File: config.mk
export PLATFORM = sky130hd
export DESIGN_NAME = if_id_skid_register
export DESIGN_NICKNAME = d
export VERILOG_FILES = /design/src/rtl/riscv_pipeline_pkg.sv /design/src/rtl/saturating_counter.sv /design/src/rtl/if_id_skid_register.sv
export SDC_FILE = /design/constraint.sdc
export NUM_CORES = 1
export LEC_CHECK = 0
export CAP_MARGIN = 20
export CORE_MARGIN = 1.5
export CORE_UTILIZATION = 50
export CTS_CLUSTER_SIZE = 25
export DETAILED_ROUTE_END_ITERATION = 12
export GPL_TIMING_DRIVEN = 1
export PLACE_DENSITY = 0.79
export SYNTH_ARGS = -nofsm -noshare
export SYNTH_HDL_FRONTEND = slang
export SYNTH_SLANG_ARGS = --single-unit
File: constraint.sdc
create_clock -name clk -period 3.15 [get_ports clk]
set_clock_uncertainty 0.2 [all_clocks]
set_input_delay 0.63 -clock clk [delete_from_list [all_inputs] [get_ports clk]]
set_output_delay 0.63 -clock clk [all_outputs]
set_load 0.02 [all_outputs]
File: src/rtl/riscv_pipeline_pkg.sv
// Shared pipeline constants: bubble instruction, default widths and the
// occupancy encoding of the IF/ID skid register.
package riscv_pipeline_pkg;

  localparam int          DEFAULT_XLEN        = 32;
  localparam int          DEFAULT_INSTR_WIDTH = 32;
  localparam logic [31:0] NOP_INSTR           = 32'h0000_0013;  // addi x0,x0,0

  typedef enum logic [1:0] {
    OCC_EMPTY = 2'd0,
    OCC_ONE   = 2'd1,
    OCC_TWO   = 2'd2
  } occ_e;

endpackage

File: src/rtl/saturating_counter.sv
// Up-counter that sticks at its maximum value; a synchronous clear wins
// over an increment in the same cycle.
module saturating_counter #(
  parameter int WIDTH = 16
) (
  input  logic             clk,
  input  logic             reset_n,
  input  logic             inc_i,
  input  logic             clr_i,
  output logic [WIDTH-1:0] count_o
);

  logic [WIDTH-1:0] count_reg;
  logic [WIDTH-1:0] count_next;

  always_comb begin
    count_next = count_reg;
    if (clr_i) begin
      count_next = '0;
    end else if (inc_i && (count_reg != {WIDTH{1'b1}})) begin
      count_next = count_reg + WIDTH'(1);
    end
  end

  always_ff @(posedge clk or negedge reset_n) begin
    if (!reset_n) begin
      count_reg <= '0;
    end else begin
      count_reg <= count_next;
    end
  end

  assign count_o = count_reg;

endmodule

File: src/rtl/if_id_skid_register.sv
// IF/ID pipeline register with a two-entry skid buffer: ready_o depends only
// on stored occupancy, so decode stalls never reach fetch combinationally.
module if_id_skid_register #(
  parameter int                     XLEN        = riscv_pipeline_pkg::DEFAULT_XLEN,
  parameter int                     INSTR_WIDTH = riscv_pipeline_pkg::DEFAULT_INSTR_WIDTH,
  parameter logic [INSTR_WIDTH-1:0] NOP_INSTR   = INSTR_WIDTH'(riscv_pipeline_pkg::NOP_INSTR),
  parameter int                     CNT_WIDTH   = 16
) (
  input  logic                   clk,
  input  logic                   reset_n,
  input  logic                   valid_i,
  output logic                   ready_o,
  input  logic [INSTR_WIDTH-1:0] instruction_i,
  input  logic [XLEN-1:0]        pc_i,
  input  logic                   flush_i,
  output logic                   valid_o,
  input  logic                   ready_i,
  output logic [INSTR_WIDTH-1:0] instruction_o,
  output logic [XLEN-1:0]        pc_o,
  input  logic                   clear_counters_i,
  output logic [CNT_WIDTH-1:0]   stall_cycles_o,
  output logic [CNT_WIDTH-1:0]   flush_count_o
);

  import riscv_pipeline_pkg::*;

  occ_e                   occ_reg,        occ_next;
  logic [INSTR_WIDTH-1:0] main_instr_reg, main_instr_next;
  logic [XLEN-1:0]        main_pc_reg,    main_pc_next;
  logic [INSTR_WIDTH-1:0] skid_instr_reg, skid_instr_next;
  logic [XLEN-1:0]        skid_pc_reg,    skid_pc_next;

  logic accept;
  logic fire;

  assign valid_o       = (occ_reg != OCC_EMPTY);
  assign ready_o       = (occ_reg != OCC_TWO);
  assign instruction_o = main_instr_reg;
  assign pc_o          = main_pc_reg;

  assign accept = valid_i & ready_o;
  assign fire   = valid_o & ready_i;

  always_comb begin
    occ_next        = occ_reg;
    main_instr_next = main_instr_reg;
    main_pc_next    = main_pc_reg;
    skid_instr_next = skid_instr_reg;
    skid_pc_next    = skid_pc_reg;

    if (flush_i) begin
      // Redirect: drop everything held or offered, park a bubble at the redirect PC.
      occ_next        = OCC_EMPTY;
      main_instr_next = NOP_INSTR;
      main_pc_next    = pc_i;
    end else begin
      unique case (occ_reg)
        OCC_EMPTY: begin
          if (accept) begin
            occ_next        = OCC_ONE;
            main_instr_next = instruction_i;
            main_pc_next    = pc_i;
          end
        end
        OCC_ONE: begin
          if (fire && accept) begin
            main_instr_next = instruction_i;
            main_pc_next    = pc_i;
          end else if (fire) begin
            occ_next = OCC_EMPTY;
          end else if (accept) begin
            occ_next        = OCC_TWO;
            skid_instr_next = instruction_i;
            skid_pc_next    = pc_i;
          end
        end
        OCC_TWO: begin
          if (fire) begin
            occ_next        = OCC_ONE;
            main_instr_next = skid_instr_reg;
            main_pc_next    = skid_pc_reg;
          end
        end
        default: occ_next = OCC_EMPTY;
      endcase
    end
  end

  always_ff @(posedge clk or negedge reset_n) begin
    if (!reset_n) begin
      occ_reg        <= OCC_EMPTY;
      main_instr_reg <= '0;
      main_pc_reg    <= '0;
      skid_instr_reg <= '0;
      skid_pc_reg    <= '0;
    end else begin
      occ_reg        <= occ_next;
      main_instr_reg <= main_instr_next;
      main_pc_reg    <= main_pc_next;
      skid_instr_reg <= skid_instr_next;
      skid_pc_reg    <= skid_pc_next;
    end
  end

  saturating_counter #(
    .WIDTH(CNT_WIDTH)
  ) u_stall_counter (
    .clk     (clk),
    .reset_n (reset_n),
    .inc_i   (valid_o & ~ready_i & ~flush_i),
    .clr_i   (clear_counters_i),
    .count_o (stall_cycles_o)
  );

  saturating_counter #(
    .WIDTH(CNT_WIDTH)
  ) u_flush_counter (
    .clk     (clk),
    .reset_n (reset_n),
    .inc_i   (flush_i),
    .clr_i   (clear_counters_i),
    .count_o (flush_count_o)
  );

endmodule

# Yosys cells after proc, flatten, opt, wreduce, memory -nomap -nowiden

Cells that the tools add are included.

Register bits after elaboration: 162
Bits of input ports: 70
Output and inout port bits: 98

Add/subtract/negate cells: 2
Equality and inequality tests: 10
Mux-type cells: 21
Bitwise logic cells: 8
Reductions and logical operators: 11

Operators with widths:

| operator                                       | count |
|---|---|
| two-way mux 32 bit                             | 8 |
| one-hot mux 32 bit (3 select lines)            | 2 |
| two-way mux 16 bit                             | 4 |
| adder 16 x 1 -> 16 bit (second input constant) | 2 |
| != test 16 bit (second input constant)         | 2 |
| two-way mux 2 bit                              | 6 |
| != test 3 bit (second input constant)          | 4 |
| AND reduction 4 bit                            | 2 |
| one-hot mux 2 bit (3 select lines)             | 1 |
| nonzero test 2 bit                             | 3 |
| AND reduction 5 bit                            | 1 |
| AND 1 bit                                      | 4 |
| != test 4 bit (second input constant)          | 1 |
| NOT 1 bit                                      | 4 |
| nonzero test 4 bit                             | 1 |
| logical AND 1 bit                              | 3 |
| == test 2 x 1 -> 1 bit (second input constant) | 1 |
| == test 2 bit (second input constant)          | 1 |
| logical NOT 2 bit                              | 1 |
| != test 2 bit (second input constant)          | 1 |

# Depth between registers and ports, before layout

Gate-level depths: netlist (run 1).

Depth in word-level cells: 7
Gate-level depth with buffers: 8
Mapped depth without buffers: 6

# Hierarchy

From an unflattened synthesis (run 1), not the netlist that was laid out.

Cell total of the unflattened synthesis: 604
Area, all modules: 8071.5 um^2

By module, submodules not included:

| module              | times used | cells each | area each (um^2) |
|---|---|---|---|
| if_id_skid_register | 1          | 408        | 6187.2 |
| saturating_counter  | 2          | 98         | 942.2 |

# Least setup slack after synthesis (run 1)

No wires, ideal clock.

Path kind: register -> register
Start: reg occ_reg[0]
End: reg main_instr_reg[2], in the netlist instruction_o[2]
Setup time: 125 ps
Arrival: 2128 ps
Path slack: 698 ps
Cell stages (with the launch flop): 8
Buffers on the path: 1
Cell sequence: dfrtp_1 > inv_1 > ha_1 > and4bb_2 > o22ai_1 > o31ai_4 > buf_6 > mux2_2

Longest elaborated chain between the ends: 5
Elaborated cells on any way between the ends: 15

Ends and longest elaborated chain:

| element                                             | RTL line                                             | text |
|---|---|---|
| start: declaration                                  | if_id_skid_register.sv:27                            | `occ_e occ_reg, occ_next;` |
| start signal: assignment                            | if_id_skid_register.sv:97                            | `occ_reg <= occ_next;` |
| != test 2 bit or nonzero test 2 bit (tied branches) | if_id_skid_register.sv:37, if_id_skid_register.sv:36 |  |
| AND 1 bit (on tied branches)                        | if_id_skid_register.sv:41, if_id_skid_register.sv:42 |  |
| logical AND 1 bit                                   | if_id_skid_register.sv:66                            | `if (fire && accept) begin` |
| != test 3 bit (no source line)                      | -                                                    |  |
| AND reduction 4 bit (no source line)                | -                                                    |  |
| end signal: assignment                              | if_id_skid_register.sv:98                            | `main_instr_reg <= main_instr_next;` |
| end: declaration                                    | if_id_skid_register.sv:28                            | `logic [INSTR_WIDTH-1:0] main_instr_reg, main_instr_next;` |

Several ways; a longest one is shown, not always the timed one.
A chain may end at the register's enable or synchronous reset.

# Worst setup path in the final report (run 1)

Start: reg occ_reg[0]
End: out valid_o

Longest elaborated chain between the ends: 1

Ends and longest elaborated chain:

| element            | RTL line                  | text |
|---|---|---|
| nonzero test 2 bit | if_id_skid_register.sv:36 | `assign valid_o = (occ_reg != OCC_EMPTY);` |
| end: declaration   | if_id_skid_register.sv:16 | `output logic valid_o,` |

No other way between the ends.

==> results of run 1 <==
## layout by cell type, fill, tap and decap left out, types with 2 or more instances in the layout
cell type        count
nor4_1               4
mux2i_1             33
nand3_1             10
clkinv_2             2
or2_2                3
buf_12               6
mux2_2             154
a311oi_1             2
inv_1               12
clkbuf_16           17
clkinvlp_4           2
o31ai_1             12
nand4_1             11
nand2_1             13
nor3_1               5
a21oi_1             26
and4_1               5
or3_1               11
buf_4                6
clkdlybuf4s50_1    166
clkbuf_8             3
nor2_1              39
ha_1                 6
o21ai_0             16
clkbuf_1             4
dfrtp_1            162
mux2_1               9
nor2b_1              6
or4_1               12
## cell families after synthesis
logic type / count (synthesis) / synth area share
AO/OA/AOI/OAI: 65 / 0.0536
XOR/XNOR: 1 / 0.00115
adder cells (fa/ha/maj): 7 / 0.0115
buffers and inverters: 43 / 0.0290
flip-flops: 162 / 0.531
multiplexers: 196 / 0.283
AND/OR/NAND/NOR: 127 / 0.0907
## layer usage
metal  track usage  up-vias
met5             0        -
met4        0.0811        0
met3        0.0519       19
met2         0.393      170
met1         0.288     2798
li1              -     2528
## area by class of cell
class / count / area, sq um / area share
Sequential cell: 162 / 4050 / 0.402
Tap cell: 184 / 230 / 0.0228
Timing Repair Buffer: 179 / 1840 / 0.182
Antenna cell: 1 / 2.50 / 0.000248
Inverter: 12 / 45.0 / 0.00447
Clock buffer: 24 / 482 / 0.0478
Multi-Input combinational cell: 396 / 3370 / 0.334
Clock inverter: 5 / 55.1 / 0.00546
## worst min-delay path by stage
stage | to | startpoint | cells past startpoint
finish | instruction_o[9] | reset_n | 1
global route | instruction_o[10] | reset_n | 1
CTS | instruction_o[11] | reset_n | 1
detailed placement | pc_o[7] | pc_o[7] | 1
global placement | pc_o[22] | pc_o[22] | 1
floorplan | instruction_o[0] | reset_n | 0
## metrics by stage
stage / util / hold slack, ps / area, sq um
detailed placement: 0.649 / 280 / 9540
floorplan: - / 134 / 7640
global route: 0.685 / 43.5 / 10100
global placement: 0.649 / 271 / 9540
finish: 0.686 / -14.3 / 10100
CTS: 0.685 / 18.2 / 10100
## power by group through the flow
stage	sequential (mW)	combinational, mW	clock (mW)
after floorplan	3.62	1.43	0
after global placement	3.24	2.92	0
after detailed placement	3.30	3.01	0
after CTS	3.28	3.03	1.95
after global routing	3.37	3.17	2.04
final	3.28	2.99	1.91
==> summary.txt, run 1 <==
Outcome
  • Status: complete, but fails checks
  • Failing checks: hold timing

Logic synthesis
  • Synth cell count leaders: 162 x dfrtp_1, 154 x mux2_2, 40 x nor2_1
  • Synth top area share: 0.531
  • Most common cell in the netlist: dfrtp_1
  • Number of synthesized flops with an enable pin: 0
  • Largest cells by area after synthesis: dfrtp_1 53%, mux2_2 23%, mux2i_1 4.3%, nor2_1 2.0%, a21oi_1 1.7%
  • Synth Cell Area: 7640 sq um
  • Syn_area_per_cell: between 10 and 15 sq um
  • Cells after synthesis: roughly 600
  • YS warnings: 0
  • Yosys reg bits: 162
  • Post-synth top flop: dfrtp_1
  • Leading area contributor after synthesis: dfrtp_1
  • Post-synthesis async set-or-reset flop share: 1.00
  • Sequential area share after synthesis: 0.531
  • Netlist cell types: 41
  • Syn_nets: ~680

Setup path
  • Worst path buffer plus inverter count: 3
  • Type of origin of the critical path: flip-flop
  • Levels on crit path: 4
  • Crit path kind: flip-flop to output pin
  • Dominant delay contributor by cell family on the critical path: buffers and inverters
  • R2r setup slk: roughly 590 ps
  • Worst setup path end: valid_o
  • Register-to-Register Path Depth: 7
  • Crit Reg-Reg Startpoint: occ_reg[0]
  • Critical path required time: about 2300 ps
  • Setup crit end kind: output pin
  • CP max FO: 6
  • Crit path from: occ_reg[0]
  • Worst EP arrival: 1990 ps
  • R2R Path End: instruction_o[10]
  • Most frequent CP cell: inv_1
  • Crit-path cells: inv_1, ha_1, inv_1, clkdlybuf4s50_1
  • CP max stage delay: about 620 ps
  • Slowest-stage cell, CP: clkdlybuf4s50_1

Final layout
  • Final nets: around 850
  • Area Growth Syn to Fin: 31.9%
  • Share of layout cells above drive strength 1: 0.261
  • Post-route insts no fill: ~960
  • # fillers: 1,035

Power and ir drop
  • P_sw: about 2.6 mW
  • Leakage: just over 4 nW
  • Max VDD drop: 0.450 mV
  • Sw frac: 0.313
  • Clock power share: 0.233
  • Power, Total: approximately 8 mW
  • Comb pwr share: 0.366
  • Pwr/cell area: 812 nW/um^2
  • Internal power: 5.62 mW
  • Seq pwr share: 0.401

Floorplan
  • Die Area: ~16,000 sq um
  • Initial Util: 0.520
  • Num ports: approximately 170
  • Die width: roughly 130 um
  • Core footprint: 14,700 sq um
  • Die height: 127 um
  • Row count: 44

CTS
  • CTS tree: yes
  • Hold_buf cts: 0
  • Worst skew pair latency: ~420 ps
  • Post-CTS sizing: 0
  • Worst-path clk slew: approximately 60 ps
  • Clock H-tree levels: 4
  • TritonCTS Sinks: between 150 and 200
  • CTS Buf Count: 17
  • Postcts setup bufs: 0
  • Bufs on Longest Clock Path: 2
  • CTS root buf: clkbuf_16

Route
  • Number of routed nets with antenna violations: 0
  • Highest Signal Layer: met4
  • Final WL: around 18 mm
  • Met3 Wirelength: around 920 um
  • Remaining DRCs: 0
  • Via count: roughly 5,500
  • DRT Pass-1 Iters: 4
  • First-iteration detailed-routing DRC count: roughly 420
  • DR WL/cell: approximately 18 um
  • Wl on met1: about 7.5 mm
  • Routed met2 length: ~9 mm
  • Average vias per placed instance: ~5.7

Global route
  • Global-route wire length before repair: slightly below 30 mm
  • Overflow after GRT: 0
  • Vias in the first global route: approximately 5,700
  • All-Layer GR Usage: 0.230
  • Largest net degree at the start of global routing: 71
  • Initial antenna violation count: 0

STA
  • Final setup viols: 0
  • Slew headroom: 0.399
  • Slew of the pin with the lowest slew margin: 891 ps
  • RSZ-0062 raised after global routing: false
  • Final Max Slew Viols: 0
  • Min Tclk post-route: 2820 ps
  • Final Hold Vio Count: 7
  • Worst setup margin: 330 ps
  • Fmax: between 300 and 400 MHz
  • Final hold slack: -14.3 ps
  • Post-route setup TNS: 0 ps
  • Period utilization: 0.895

Worst hold path
  • Worst min path class: input pin to asynchronous set/reset pin

Placement
  • Buffers on Ports: between 150 and 200
  • Pre-CTS WS: around 160 ps
  • Detail Placement HPWL: approximately 12 mm
  • RePlAce Congestion: roughly 0.81
  • Placed Cells: 933

Run
  • Maximum Capacitance Violations: 0
Note: power is estimated with default switching activity, not from simulation.
==> run 2, diff against run 1 <==
--- a/config.mk
+++ b/config.mk
@@ -8,9 +8,11 @@
 export CAP_MARGIN = 20
 export CORE_MARGIN = 1.5
 export CORE_UTILIZATION = 50
+export CTS_BUF_LIST = sky130_fd_sc_hd__clkbuf_16
 export CTS_CLUSTER_SIZE = 25
 export DETAILED_ROUTE_END_ITERATION = 12
 export GPL_TIMING_DRIVEN = 1
+export MAX_ROUTING_LAYER = met4
 export PLACE_DENSITY = 0.79
 export SYNTH_ARGS = -nofsm -noshare
 export SYNTH_HDL_FRONTEND = slang
==> run 2 against run 1 <==
  * The flow now finishes without violations
  * Worst hold slack improved by 16 ps
  * Final cell count decreased by 0.10%
  * Worst setup slack improved by 4.8 ps
  * Wire length decreased by 0.17%
  * Global-route usage increased by 0.57 points
  * Total power decreased by 1.1%
  * Final area decreased by 0.32%
  * Non-clock buffer count unchanged
  * Combinational power about the same
  * Clock power decreased by 5%
  * Sequential share of layout area increased by 0.13 points
  * Sequential power about the same
  * Critical path type unchanged
  * Largest cell class unchanged
==> summary.txt, run 2 (same netlist as run 1, synthesis figures left out) <==
Route
  • Number of routed nets with antenna violations: 0 (unchanged)
  • DR WL/cell: 18.4 um (about the same)
  • Final WL: 17.7 mm (was 17.8 mm)
  • First-iteration detailed-routing DRC count: 446 (was 416)
  • DRT Pass-1 Iters: 5 (was 4)
  • Remaining DRCs: 0 (unchanged)
  • Average vias per placed instance: 5.77 (was 5.73)
  • Via count: 5,548 (was 5,515)

CTS
  • CTS Buf Count: 17 (unchanged)
  • CTS root buf: clkbuf_16 (unchanged)
  • Hold_buf cts: 0 (unchanged)
  • TritonCTS Sinks: 162 (unchanged)
  • Bufs on Longest Clock Path: 2 (unchanged)
  • Clock H-tree levels: 4 (unchanged)
  • Postcts setup bufs: 0 (unchanged)
  • Worst-path clk slew: 60 ps (about the same)
  • Post-CTS sizing: 0 (unchanged)
  • CTS tree: yes (unchanged)
  • Worst skew pair latency: 420 ps (about the same)

STA
  • Slew of the pin with the lowest slew margin: 913 ps (was 891 ps)
  • Min Tclk post-route: 2820 ps (about the same)
  • RSZ-0062 raised after global routing: false (unchanged)
  • Post-route setup TNS: 0 ps (unchanged)
  • Final Hold Vio Count: 0 (was 7)
  • Period utilization: 0.894 (was 0.895)
  • Worst setup margin: 335 ps (was 330 ps)
  • Slew headroom: 0.385 (was 0.399)
  • Final Max Slew Viols: 0 (unchanged)
  • Fmax: 355 MHz (about the same)
  • Final hold slack: 1.33 ps (was -14.3 ps)
  • Final setup viols: 0 (unchanged)

Worst hold path
  • Worst min path class: input pin to asynchronous set/reset pin (unchanged)

Floorplan
  • Die height: 127 um (unchanged)
  • Num ports: 168 (unchanged)
  • Initial Util: 0.520 (unchanged)
  • Core footprint: 14,700 sq um (unchanged)
  • Die width: 127 um (unchanged)
  • Die Area: 16,000 sq um (unchanged)
  • Row count: 44 (unchanged)

Final layout
  • Final nets: 845 (unchanged)
  • Commonest non-fill, non-tap cell in the layout: clkdlybuf4s50_1 (unchanged)
  • Commonest cells after routing, fill and taps aside: 166 x clkdlybuf4s50_1, 162 x dfrtp_1, 154 x mux2_2, 39 x nor2_1, 33 x mux2i_1 (unchanged)
  • Final antenna diode count: 0 (was 1)
  • Area Growth Syn to Fin: 31.5% (was 31.9%)
  • Share of layout cells above drive strength 1: 0.257 (was 0.261)

Global route
  • All-Layer GR Usage: 0.235 (was 0.230)
  • Largest net degree at the start of global routing: 71 (unchanged)
  • Global-route wire length before repair: 28.8 mm (was 28.9 mm)
  • Initial antenna violation count: 0 (unchanged)
  • Overflow after GRT: 0 (unchanged)
  • Vias in the first global route: 5,755 (was 5,739)

Run
  • Maximum Capacitance Violations: 0 (unchanged)

Setup path
  • Most frequent CP cell: inv_1 (unchanged)
  • Register-to-Register Path Depth: 7 (unchanged)
  • Slowest-stage cell, CP: clkdlybuf4s50_1 (unchanged)
  • Crit-path cells: inv_1, ha_1, inv_1, clkdlybuf4s50_1 (unchanged)
  • Levels on crit path: 4 (unchanged)
  • CP max stage delay: 690 ps (was 620 ps)
  • Critical path required time: 2320 ps (about the same)
  • Crit path kind: flip-flop to output pin (unchanged)
  • Setup crit end kind: output pin (unchanged)
  • Type of origin of the critical path: flip-flop (unchanged)
  • Worst path buffer plus inverter count: 3 (unchanged)
  • Dominant delay contributor by cell family on the critical path: buffers and inverters (unchanged)
  • CP max FO: 5 (was 6)
  • Worst EP arrival: 1990 ps (about the same)

Placement
  • Detail Placement HPWL: 11.9 mm (unchanged)
  • Pre-CTS WS: 159 ps (unchanged)
  • Buffers on Ports: 167 (unchanged)
  • RePlAce Congestion: 0.825 (was 0.813)

Power and ir drop
  • Pwr/cell area: 805 nW/um^2 (was 812 nW/um^2)
  • Max VDD drop: 0.451 mV (was 0.450 mV)
  • Leakage: 4.11 nW (about the same)

Outcome
  • Status: complete, no violations (was complete, but fails checks)
[run 2: report_power, final]
part | switching [mW] | internal (mW) | leakage, nW | total [mW]
logic | 1.35 | 1.64 | 1.83 | 2.99
registers | 0.426 | 2.85 | 2.03 | 3.28
clock network | 0.776 | 1.05 | 0.258 | 1.82
[run 2: cell type report]
cell class	count	area, sq um
clock inverter	12	81.3
sequential	162	4050
timing repair buffer	179	1840
inverter	12	45.0
tap	184	230
fill	1039	4650
clock buffer	17	425
multi-input combinational	396	3370
[run 2: path summary, 6_finish.rpt]
check / from / end / slack, ps
worst max-delay path: occ_reg[0] / ready_o / 330
min in group clk: pc_o[22] / pc_o[22] / 290
worst max register to register: occ_reg[0] / pc_o[3] / 580
max in group asynchronous: reset_n / u_flush_counter.count_o[14] / 1910
worst min register to register: pc_o[22] / pc_o[22] / 290
worst min-delay path: reset_n / instruction_o[9] / 1
[run 2: metal layers]
layer	vias up	wire length, um	track usage
met5	-	0	-
met3	28	889	0.0460
li1	2529	-	-
met4	0	353	0.0872
met1	2801	7520	0.289
met2	190	8960	0.388
[run 2: worst reg2reg max path, cell delays in order, from the launching register on]
cell and delay, ps:
dfrtp_1 410, inv_1 110, ha_1 290, and4bb_2 350, o22ai_1 120, o31ai_4 310
buf_12 280, mux2_1 380
[run 2: metrics by stage]
stage / std cells / total power [mW] / util / cell area (sq um)
floorplan: 601 / 5.05 / - / 7640
global placement: 933 / 6.16 / 0.649 / 9540
detailed placement: 933 / 6.31 / 0.649 / 9540
CTS: 962 / 8.16 / 0.683 / 10000
global route: 962 / 8.49 / 0.683 / 10000
finish: 962 / 8.09 / 0.683 / 10000
==> run 3, diff against run 2 <==
==> constraint.sdc (replaced) <==
create_clock -name clk -period 3.15 [get_ports clk]
set_clock_uncertainty 0.2 [all_clocks]
set_input_delay 0.63 -clock clk [delete_from_list [all_inputs] [get_ports clk]]
set_output_delay 0.63 -clock clk [all_outputs]
set_load 0.01 [all_outputs]
==> results of run 3 <==
Same layout as run 2 (identical final DEF). Status: complete, no violations.
Among the figures that moved: setup slack after layout 335 ps -> 402 ps; total power 8.09 mW -> 7.81 mW; worst IR drop on VDD 0.451 mV -> 0.426 mV
